`src/rtl/multicycle_main_fsm_pkg.sv`:
```
// Shared definitions for the multi-cycle RV32I main control FSM:
// state codes, opcodes, datapath mux encodings and the decoded control vector.
package multicycle_main_fsm_pkg;

    localparam int STATE_W = 4;

    typedef enum logic [STATE_W-1:0] {
        S_FETCH    = 4'd0,
        S_DECODE   = 4'd1,
        S_MEMADR   = 4'd2,
        S_MEMREAD  = 4'd3,
        S_MEMWB    = 4'd4,
        S_MEMWRITE = 4'd5,
        S_EXECR    = 4'd6,
        S_EXECI    = 4'd7,
        S_ALUWB    = 4'd8,
        S_BEQ      = 4'd9,
        S_JAL      = 4'd10
    } state_t;

    localparam logic [6:0] OP_LOAD  = 7'b0000011;
    localparam logic [6:0] OP_STORE = 7'b0100011;
    localparam logic [6:0] OP_RTYPE = 7'b0110011;
    localparam logic [6:0] OP_ITYPE = 7'b0010011;
    localparam logic [6:0] OP_JAL   = 7'b1101111;
    localparam logic [6:0] OP_BEQ   = 7'b1100011;

    localparam logic       ADR_PC        = 1'b0;
    localparam logic       ADR_RESULT    = 1'b1;
    localparam logic [1:0] RES_ALUOUT    = 2'b00;
    localparam logic [1:0] RES_DATA      = 2'b01;
    localparam logic [1:0] RES_ALURESULT = 2'b10;
    localparam logic [1:0] SRCA_PC       = 2'b00;
    localparam logic [1:0] SRCA_OLDPC    = 2'b01;
    localparam logic [1:0] SRCA_RS1      = 2'b10;
    localparam logic [1:0] SRCB_RS2      = 2'b00;
    localparam logic [1:0] SRCB_IMM      = 2'b01;
    localparam logic [1:0] SRCB_FOUR     = 2'b10;
    localparam logic [1:0] ALU_ADD       = 2'b00;
    localparam logic [1:0] ALU_SUB       = 2'b01;
    localparam logic [1:0] ALU_FUNCT     = 2'b10;

    // Strobes marked *_on_ready only fire in the cycle the memory completes.
    typedef struct packed {
        logic       adr_src;
        logic [1:0] result_src;
        logic [1:0] alu_src_a;
        logic [1:0] alu_src_b;
        logic [1:0] alu_op;
        logic       pc_update;
        logic       fetch_on_ready;
        logic       branch;
        logic       reg_write;
        logic       mem_write;
        logic       retire;
        logic       retire_on_ready;
    } ctrl_t;

    function automatic logic is_known_op(input logic [6:0] op);
        case (op)
            OP_LOAD, OP_STORE, OP_RTYPE, OP_ITYPE, OP_JAL, OP_BEQ: return 1'b1;
            default:                                               return 1'b0;
        endcase
    endfunction

endpackage

```
`src/rtl/multicycle_main_fsm_if.sv`:
```
// Control/status bundle between the main FSM (master) and the multi-cycle datapath (slave).
interface multicycle_main_fsm_if;
    import multicycle_main_fsm_pkg::*;

    logic [6:0]         op;
    logic               zero;
    logic               mem_ready;
    logic               pc_write;
    logic               ir_write;
    logic               reg_write;
    logic               mem_write;
    logic               adr_src;
    logic [1:0]         result_src;
    logic [1:0]         alu_src_a;
    logic [1:0]         alu_src_b;
    logic [1:0]         alu_op;
    logic               illegal_op;
    logic               retire;
    logic [STATE_W-1:0] state_dbg;

    modport master (
        input  op, zero, mem_ready,
        output pc_write, ir_write, reg_write, mem_write, adr_src, result_src,
               alu_src_a, alu_src_b, alu_op, illegal_op, retire, state_dbg
    );

    modport slave (
        output op, zero, mem_ready,
        input  pc_write, ir_write, reg_write, mem_write, adr_src, result_src,
               alu_src_a, alu_src_b, alu_op, illegal_op, retire, state_dbg
    );

endinterface

```
`src/rtl/multicycle_main_fsm_decode.sv`:
```
// Moore output decode: maps the current FSM state to the raw datapath control vector.
// Undefined encodings fall through to an all-zero vector so no strobe can fire.
module multicycle_main_fsm_decode
    import multicycle_main_fsm_pkg::*;
(
    input  state_t state,
    output ctrl_t  ctrl
);

    always_comb begin
        ctrl = '0;
        case (state)
            S_FETCH: begin
                ctrl.adr_src        = ADR_PC;
                ctrl.alu_src_a      = SRCA_PC;
                ctrl.alu_src_b      = SRCB_FOUR;
                ctrl.alu_op         = ALU_ADD;
                ctrl.result_src     = RES_ALURESULT;
                ctrl.fetch_on_ready = 1'b1;
            end
            S_DECODE: begin
                ctrl.alu_src_a = SRCA_OLDPC;
                ctrl.alu_src_b = SRCB_IMM;
                ctrl.alu_op    = ALU_ADD;
            end
            S_MEMADR: begin
                ctrl.alu_src_a = SRCA_RS1;
                ctrl.alu_src_b = SRCB_IMM;
                ctrl.alu_op    = ALU_ADD;
            end
            S_MEMREAD: begin
                ctrl.adr_src    = ADR_RESULT;
                ctrl.result_src = RES_ALUOUT;
            end
            S_MEMWB: begin
                ctrl.result_src = RES_DATA;
                ctrl.reg_write  = 1'b1;
                ctrl.retire     = 1'b1;
            end
            S_MEMWRITE: begin
                ctrl.adr_src         = ADR_RESULT;
                ctrl.result_src      = RES_ALUOUT;
                ctrl.mem_write       = 1'b1;
                ctrl.retire_on_ready = 1'b1;
            end
            S_EXECR: begin
                ctrl.alu_src_a = SRCA_RS1;
                ctrl.alu_src_b = SRCB_RS2;
                ctrl.alu_op    = ALU_FUNCT;
            end
            S_EXECI: begin
                ctrl.alu_src_a = SRCA_RS1;
                ctrl.alu_src_b = SRCB_IMM;
                ctrl.alu_op    = ALU_FUNCT;
            end
            S_ALUWB: begin
                ctrl.result_src = RES_ALUOUT;
                ctrl.reg_write  = 1'b1;
                ctrl.retire     = 1'b1;
            end
            S_BEQ: begin
                ctrl.alu_src_a  = SRCA_RS1;
                ctrl.alu_src_b  = SRCB_RS2;
                ctrl.alu_op     = ALU_SUB;
                ctrl.result_src = RES_ALUOUT;
                ctrl.branch     = 1'b1;
                ctrl.retire     = 1'b1;
            end
            S_JAL: begin
                ctrl.alu_src_a  = SRCA_OLDPC;
                ctrl.alu_src_b  = SRCB_FOUR;
                ctrl.alu_op     = ALU_ADD;
                ctrl.result_src = RES_ALUOUT;
                ctrl.pc_update  = 1'b1;
            end
            default: ;
        endcase
    end

endmodule

```
`src/rtl/multicycle_main_fsm.sv`:
```
// Main control FSM of the multi-cycle RV32I core: state register, next-state logic,
// and the memory-ready / zero-flag / reset gating of the decoded strobes.
module multicycle_main_fsm
    import multicycle_main_fsm_pkg::*;
#(
    parameter logic [STATE_W-1:0] RESET_STATE = 4'd0
)
(
    input  logic                 clk,
    input  logic                 resetn,
    multicycle_main_fsm_if.master bus
);

    state_t state_q;
    state_t state_d;
    ctrl_t  ctrl;
    logic   illegal;

    always_ff @(posedge clk or negedge resetn) begin
        if (!resetn) begin
            state_q <= state_t'(RESET_STATE);
        end else begin
            state_q <= state_d;
        end
    end

    always_comb begin
        state_d = S_FETCH;
        case (state_q)
            S_FETCH:    state_d = bus.mem_ready ? S_DECODE : S_FETCH;
            S_DECODE: begin
                case (bus.op)
                    OP_LOAD, OP_STORE: state_d = S_MEMADR;
                    OP_RTYPE:          state_d = S_EXECR;
                    OP_ITYPE:          state_d = S_EXECI;
                    OP_JAL:            state_d = S_JAL;
                    OP_BEQ:            state_d = S_BEQ;
                    default:           state_d = S_FETCH;
                endcase
            end
            S_MEMADR:   state_d = (bus.op == OP_LOAD) ? S_MEMREAD : S_MEMWRITE;
            S_MEMREAD:  state_d = bus.mem_ready ? S_MEMWB : S_MEMREAD;
            S_MEMWB:    state_d = S_FETCH;
            S_MEMWRITE: state_d = bus.mem_ready ? S_FETCH : S_MEMWRITE;
            S_EXECR:    state_d = S_ALUWB;
            S_EXECI:    state_d = S_ALUWB;
            S_ALUWB:    state_d = S_FETCH;
            S_BEQ:      state_d = S_FETCH;
            S_JAL:      state_d = S_ALUWB;
            default:    state_d = S_FETCH;
        endcase
    end

    multicycle_main_fsm_decode u_decode (
        .state (state_q),
        .ctrl  (ctrl)
    );

    // Unknown opcodes retire as a NOP straight out of DECODE.
    assign illegal = (state_q == S_DECODE) && !is_known_op(bus.op);

    // Strobes are forced low while reset is held, even though FETCH would otherwise drive them.
    assign bus.ir_write   = resetn & ctrl.fetch_on_ready & bus.mem_ready;
    assign bus.pc_write   = resetn & (ctrl.pc_update
                                      | (ctrl.fetch_on_ready & bus.mem_ready)
                                      | (ctrl.branch & bus.zero));
    assign bus.reg_write  = resetn & ctrl.reg_write;
    assign bus.mem_write  = resetn & ctrl.mem_write;
    assign bus.illegal_op = resetn & illegal;
    assign bus.retire     = resetn & (ctrl.retire
                                      | (ctrl.retire_on_ready & bus.mem_ready)
                                      | illegal);

    assign bus.adr_src    = ctrl.adr_src;
    assign bus.result_src = ctrl.result_src;
    assign bus.alu_src_a  = ctrl.alu_src_a;
    assign bus.alu_src_b  = ctrl.alu_src_b;
    assign bus.alu_op     = ctrl.alu_op;
    assign bus.state_dbg  = state_q;

endmodule

```
`src/flat_wrapper.sv`:
```
// flat-port wrapper written by rule: the top's interface ports become plain ports
module multicycle_main_fsm_flat import multicycle_main_fsm_pkg::*;
#(
    parameter logic [STATE_W-1:0] RESET_STATE = 4'd0
)
  (clk, resetn, bus_op, bus_zero, bus_mem_ready, bus_pc_write, bus_ir_write, bus_reg_write, bus_mem_write, bus_adr_src, bus_result_src, bus_alu_src_a, bus_alu_src_b, bus_alu_op, bus_illegal_op, bus_retire, bus_state_dbg);
  multicycle_main_fsm_if bus_i ();
  input  logic clk;
  input  logic resetn;
  input wire logic [$bits(bus_i.op)-1:0] bus_op;
  input wire logic [$bits(bus_i.zero)-1:0] bus_zero;
  input wire logic [$bits(bus_i.mem_ready)-1:0] bus_mem_ready;
  output wire logic [$bits(bus_i.pc_write)-1:0] bus_pc_write;
  output wire logic [$bits(bus_i.ir_write)-1:0] bus_ir_write;
  output wire logic [$bits(bus_i.reg_write)-1:0] bus_reg_write;
  output wire logic [$bits(bus_i.mem_write)-1:0] bus_mem_write;
  output wire logic [$bits(bus_i.adr_src)-1:0] bus_adr_src;
  output wire logic [$bits(bus_i.result_src)-1:0] bus_result_src;
  output wire logic [$bits(bus_i.alu_src_a)-1:0] bus_alu_src_a;
  output wire logic [$bits(bus_i.alu_src_b)-1:0] bus_alu_src_b;
  output wire logic [$bits(bus_i.alu_op)-1:0] bus_alu_op;
  output wire logic [$bits(bus_i.illegal_op)-1:0] bus_illegal_op;
  output wire logic [$bits(bus_i.retire)-1:0] bus_retire;
  output wire logic [$bits(bus_i.state_dbg)-1:0] bus_state_dbg;
  assign bus_i.op = bus_op;
  assign bus_i.zero = bus_zero;
  assign bus_i.mem_ready = bus_mem_ready;
  assign bus_pc_write = bus_i.pc_write;
  assign bus_ir_write = bus_i.ir_write;
  assign bus_reg_write = bus_i.reg_write;
  assign bus_mem_write = bus_i.mem_write;
  assign bus_adr_src = bus_i.adr_src;
  assign bus_result_src = bus_i.result_src;
  assign bus_alu_src_a = bus_i.alu_src_a;
  assign bus_alu_src_b = bus_i.alu_src_b;
  assign bus_alu_op = bus_i.alu_op;
  assign bus_illegal_op = bus_i.illegal_op;
  assign bus_retire = bus_i.retire;
  assign bus_state_dbg = bus_i.state_dbg;
  multicycle_main_fsm #(.RESET_STATE(RESET_STATE)) u_core (.clk(clk), .resetn(resetn), .bus(bus_i));
endmodule
```
`config.mk`:
```
export PLATFORM = sky130hd
export DESIGN_NAME = multicycle_main_fsm_flat
export DESIGN_NICKNAME = d
export VERILOG_FILES = /design/src/rtl/multicycle_main_fsm_pkg.sv /design/src/rtl/multicycle_main_fsm_if.sv /design/src/rtl/multicycle_main_fsm_decode.sv /design/src/rtl/multicycle_main_fsm.sv /design/src/flat_wrapper.sv
export SDC_FILE = /design/constraint.sdc
export NUM_CORES = 1
export LEC_CHECK = 0
export CAP_MARGIN = 5
export CORE_MARGIN = 1.5
export CORE_UTILIZATION = 38
export CTS_CLUSTER_DIAMETER = 40
export DETAILED_ROUTE_END_ITERATION = 8
export PLACE_DENSITY = 0.83
export SLEW_MARGIN = 15
export SYNTH_ARGS = -nofsm -noshare
export SYNTH_HDL_FRONTEND = slang
export SYNTH_SLANG_ARGS = --single-unit
```
`constraint.sdc`:
```
create_clock -name clk -period 2.21 [get_ports clk]
set_clock_uncertainty 0.2 [all_clocks]
set_input_delay 0.663 -clock clk [delete_from_list [all_inputs] [get_ports clk]]
set_output_delay 0.663 -clock clk [all_outputs]
set_load 0.02 [all_outputs]
```
==> results.ini, run 1 <==
[outcome]
status = did not finish
lastStage = global routing (5_1_grt)
toolErrorMsg = [ERROR DPL-0038] Utilization greater than 100%, impossible to legalize

[timing]
worst-ep-kind = output port
grt-worst-endpoint = bus_retire

[synthesis]
yosys.area.top_type = dfrtp_1
synth_area_leaders = dfrtp_1 (17%), nor2_1 (7.7%), a2111oi_4 (4.7%)
synth_seq_cells = 4
syn_nets = 94
postSynthAreaPerCell_um2 = 7.02
synth_ff_type = dfrtp_1
synthDistinctLibCells = 35
synthArstFlopShare_pct = 100
synthTopCellsByCount = nor2_1 (12), nand2_1 (6), a21oi_1 (5), nand3_1 (5)
syn_area_um2 = 583
yosysMostFrequentCell = nor2_1
yosysTopAreaCellShare_pct = 17.2
netlist_instances = 83
synth_edf_count = 0
yosysSeqAreaShare_pct = 17.2
yosys_warnings = 0

[clock_network]
cts_hold_buffers = 0
clockBufferDepth = 2
cts_root_buf = clkbuf_4
cts_sinks = 4
cts_made_buffers = 3
htreeDepth = 1

[die]
die_w_um = 42.2
ioPinCount = 30
initial_core_util_pct = 42.7
die_h_um = 42.2
rows = 13

[placement]
dp_hpwl_mm = 1.93
io_buffers = 29
post_dp_cell_area_um2 = 1170
gp_congestion = 0.913

[global_routing]
grt_max_degree = 8

## per-stage QoR
step | instances | setup WS (ps) | TNS, ps
2_1_floorplan | 83 | -114 | -214
3_5_place_dp | 157 | -1040 | -7210
3_3_place_gp | 157 | -980 | -6610
4_1_cts | 167 | -161 | -462
## kinds of logic after synthesis
group	count (synthesis)	synth area share [%]
and+or+nand+nor	42	37.6
AOI/OAI and AO/OA	24	32.0
buffers and inverters	9	7.30
xor gates and xnor gates	4	6.01
DFF	4	17.2
## timing repair
action / 4_1_cts
pin swaps: 12
gates resized for setup: 138
buffers inserted: 7
endpoints found under the setup margin: 18
gates cloned: 1
==> run 2: changes to the inputs <==
--- a/config.mk
+++ b/config.mk
@@ -6,11 +6,10 @@
 export NUM_CORES = 1
 export LEC_CHECK = 0
 export CAP_MARGIN = 5
-export CORE_MARGIN = 1.5
-export CORE_UTILIZATION = 38
-export CTS_CLUSTER_DIAMETER = 40
+export CORE_AREA = 2 2 63 65
 export DETAILED_ROUTE_END_ITERATION = 8
-export PLACE_DENSITY = 0.83
+export DIE_AREA = 0 0 65 67
+export PLACE_DENSITY_LB_ADDON = 0.15
 export SLEW_MARGIN = 15
 export SYNTH_ARGS = -nofsm -noshare
 export SYNTH_HDL_FRONTEND = slang
==> run 2 against run 1 <==
Net effect:
- the flow now finishes, with violations (setup timing)
- synthesized area unchanged
- synthesized cell count unchanged
==> results.ini, run 2 <==
[timing]
tightestPinTransition_ps = 253
max_clock_freq_mhz = 431
slew_headroom_pct = 82.9
slew_viol_final = 0
rsz0062_at_grt = true
setup-violations-final = 5
finalCritPeriodShare_pct = 105
holdWs_ps = 297
hold_violations = 0
min_period_ps = 2320
setup_ws_ps = -110

[layout]
drive_gt1_share_pct = 66.9
fillers = 398
antenna_cells = 0
final_cell_mix = buf_4 (51), buf_6 (18), nor2_1 (7)
area_growth_pct = 153
stdcell_count = 211
largest_reg_flops = 4
final_common_cell = buf_4
multi_input_area_um2 = 551
seqCellArea_um2 = 104
final_nets = 176

[drt]
routedWlPerCell_um = 11.8
drt-met1-wl_mm = 1.09
first_pass_iters = 4
drtIter0Drc = 33
wl_met3_um = 113
ant_nets = 0
wl_mm = 2.49
wl_met2_mm = 1.29
top_layer = met3
num_vias = 927
routed_via_density = 4.39
drcViolationCount = 0

[placement]
io_buffers = 29
placedCellCount = 191
gp_congestion = 0.766
dp_hpwl_mm = 1.89

[synthesis]
synth_area_leaders = dfrtp_1 (17%), nor2_1 (7.7%), a2111oi_4 (4.7%)
postSynthAreaPerCell_um2 = 7.02
yosys.area.top_type = dfrtp_1
yosys_warnings = 0
synth_xor_area_share_pct = 6.01
synth_fa_ha_area_share_pct = 0
syn_area_um2 = 583
yosysMostFrequentCell = nor2_1
synthDistinctLibCells = 35
synth_compound_area_share_pct = 32.0
synth_edf_count = 0
synthTopCellsByCount = nor2_1 (12), nand2_1 (6), a21oi_1 (5), nand3_1 (5)
synth_top_family_by_area = simple AND/OR/NAND/NOR gates
synthMuxAreaShare_pct = 0
yosysSeqAreaShare_pct = 17.2
synthArstFlopShare_pct = 100
netlist_instances = 83
synth_seq_cells = 4
synthSimpleGateAreaFrac_pct = 37.6
yosysTopAreaCellShare_pct = 17.2
syn_nets = 94
synth_ff_type = dfrtp_1

[outcome]
violations = setup timing
status = complete, but fails checks

[die]
die_w_um = 65
die_h_um = 67
die_area_um2 = 4360
initial_core_util_pct = 16.2
ioPinCount = 30
core_area_um2 = 3610
rows = 22

[worst_hold_path]
hp-class = in2async

[worst_setup_path]
required_ps = 1350
end_kind = output port
cp.arrival_ps = 1460
crit_type = in2out
cp_max_fo = 3
regToRegSetupSlack_ps = 480
startpoint_type = input pin

[clock_network]
htreeDepth = 1
cts_sinks = 4
cts_hold_buffers = 0
worstSkewPairLatency_ps = 210
cts_made_buffers = 3
cts_root_buf = clkbuf_8
path_clk_slew_ps = 30
clockBufferDepth = 2
cts_tree = built

[global_routing]
grt.overflow.total = 0
grt_pass1_wl_mm = 4.08
grt_pass1_vias = 901
track_usage_pct = 12.2
grt_antenna_before_repair = 0
grt_max_degree = 12

[power]
max-vdd-ir-drop_v = 0.000139
p_per_area_nw_per_um2 = 337
power_leakage_nw = 0.719

[flow_run]
drv_cap = 0

==> run 2: cell counts after synthesis <==
No cell type changed its count.
==> run 2: per-layer routing <==
metal | vias to the layer above | global-route usage (%)
met5 | - | 0
met4 | 0 | 2.39
met3 | 0 | 1.86
met2 | 23 | 21.9
met1 | 436 | 15.4
li1 | 468 | -
==> run 2: worst max-delay path, stage by stage <==
cell and delay [ps]:
buf_6 90, nand3b_1 170, nor2_2 140, a211oi_4 50, a31o_1 200, buf_6 130
==> run 2: stage by stage <==
step | util [%] | setup TNS, ps | setup slack, ps | instance area (um^2) | power (mW)
floorplan | - | -214 | -114 | 613 | 0.178
global placement | 33.4 | -7530 | -1020 | 1210 | 0.307
detailed placement | 33.4 | -7670 | -1030 | 1210 | 0.308
CTS | 37.5 | -368 | -157 | 1350 | 0.476
global route | 41.0 | -711 | -147 | 1480 | 0.530
finish | 41.0 | -311 | -110 | 1480 | 0.498
==> run 2: kinds of logic after synthesis <==
group | count (synthesis)
simple gates | 42
buf+inv | 9
xor+xnor | 4
compound gates | 24
flops | 4
==> run 2: repair_timing <==
| action | 4_1_cts | 5_1_grt |
|---|---|---|
| buffers inserted | 13 | 6 |
| resized for setup | 134 | 31 |
| setup endpoints to repair | 19 | 15 |
| cloned | 0 | 0 |
| pin swaps | 13 | 11 |
==> run 2: final timing paths <==
| kind | start | to | cells after the start |
|---|---|---|---|
| worst max register to register | u_core.bus.state_dbg[1] | u_core.bus.state_dbg[2] | 6 |
| worst min-delay path | resetn | u_core.bus.state_dbg[1] | 3 |
| max in group asynchronous | resetn | u_core.bus.state_dbg[3] | 3 |
| worst max-delay path | bus_op[4] | bus_retire | 6 |
| min in group clk | u_core.bus.state_dbg[3] | u_core.bus.state_dbg[0] | 3 |
| worst min register to register | u_core.bus.state_dbg[3] | u_core.bus.state_dbg[0] | 3 |
==> run 2: area by class of cell <==
| type | count | area share, % |
|---|---|---|
| well taps | 48 | 4.06 |
| flip-flops and latches | 4 | 7.03 |
| repair buffers | 82 | 47.7 |
| clock buffers | 3 | 2.79 |
| inverters | 4 | 1.19 |
| multi-input cells | 70 | 37.3 |
==> run 2: report_power, final <==
part	leakage, nW	total [mW]	internal [mW]	switching [mW]
clock network	0.0216	0.147	0.116	0.0315
registers	0.0494	0.0830	0.0773	0.00573
logic	0.648	0.267	0.149	0.118
(Power assumes the default switching activity.)
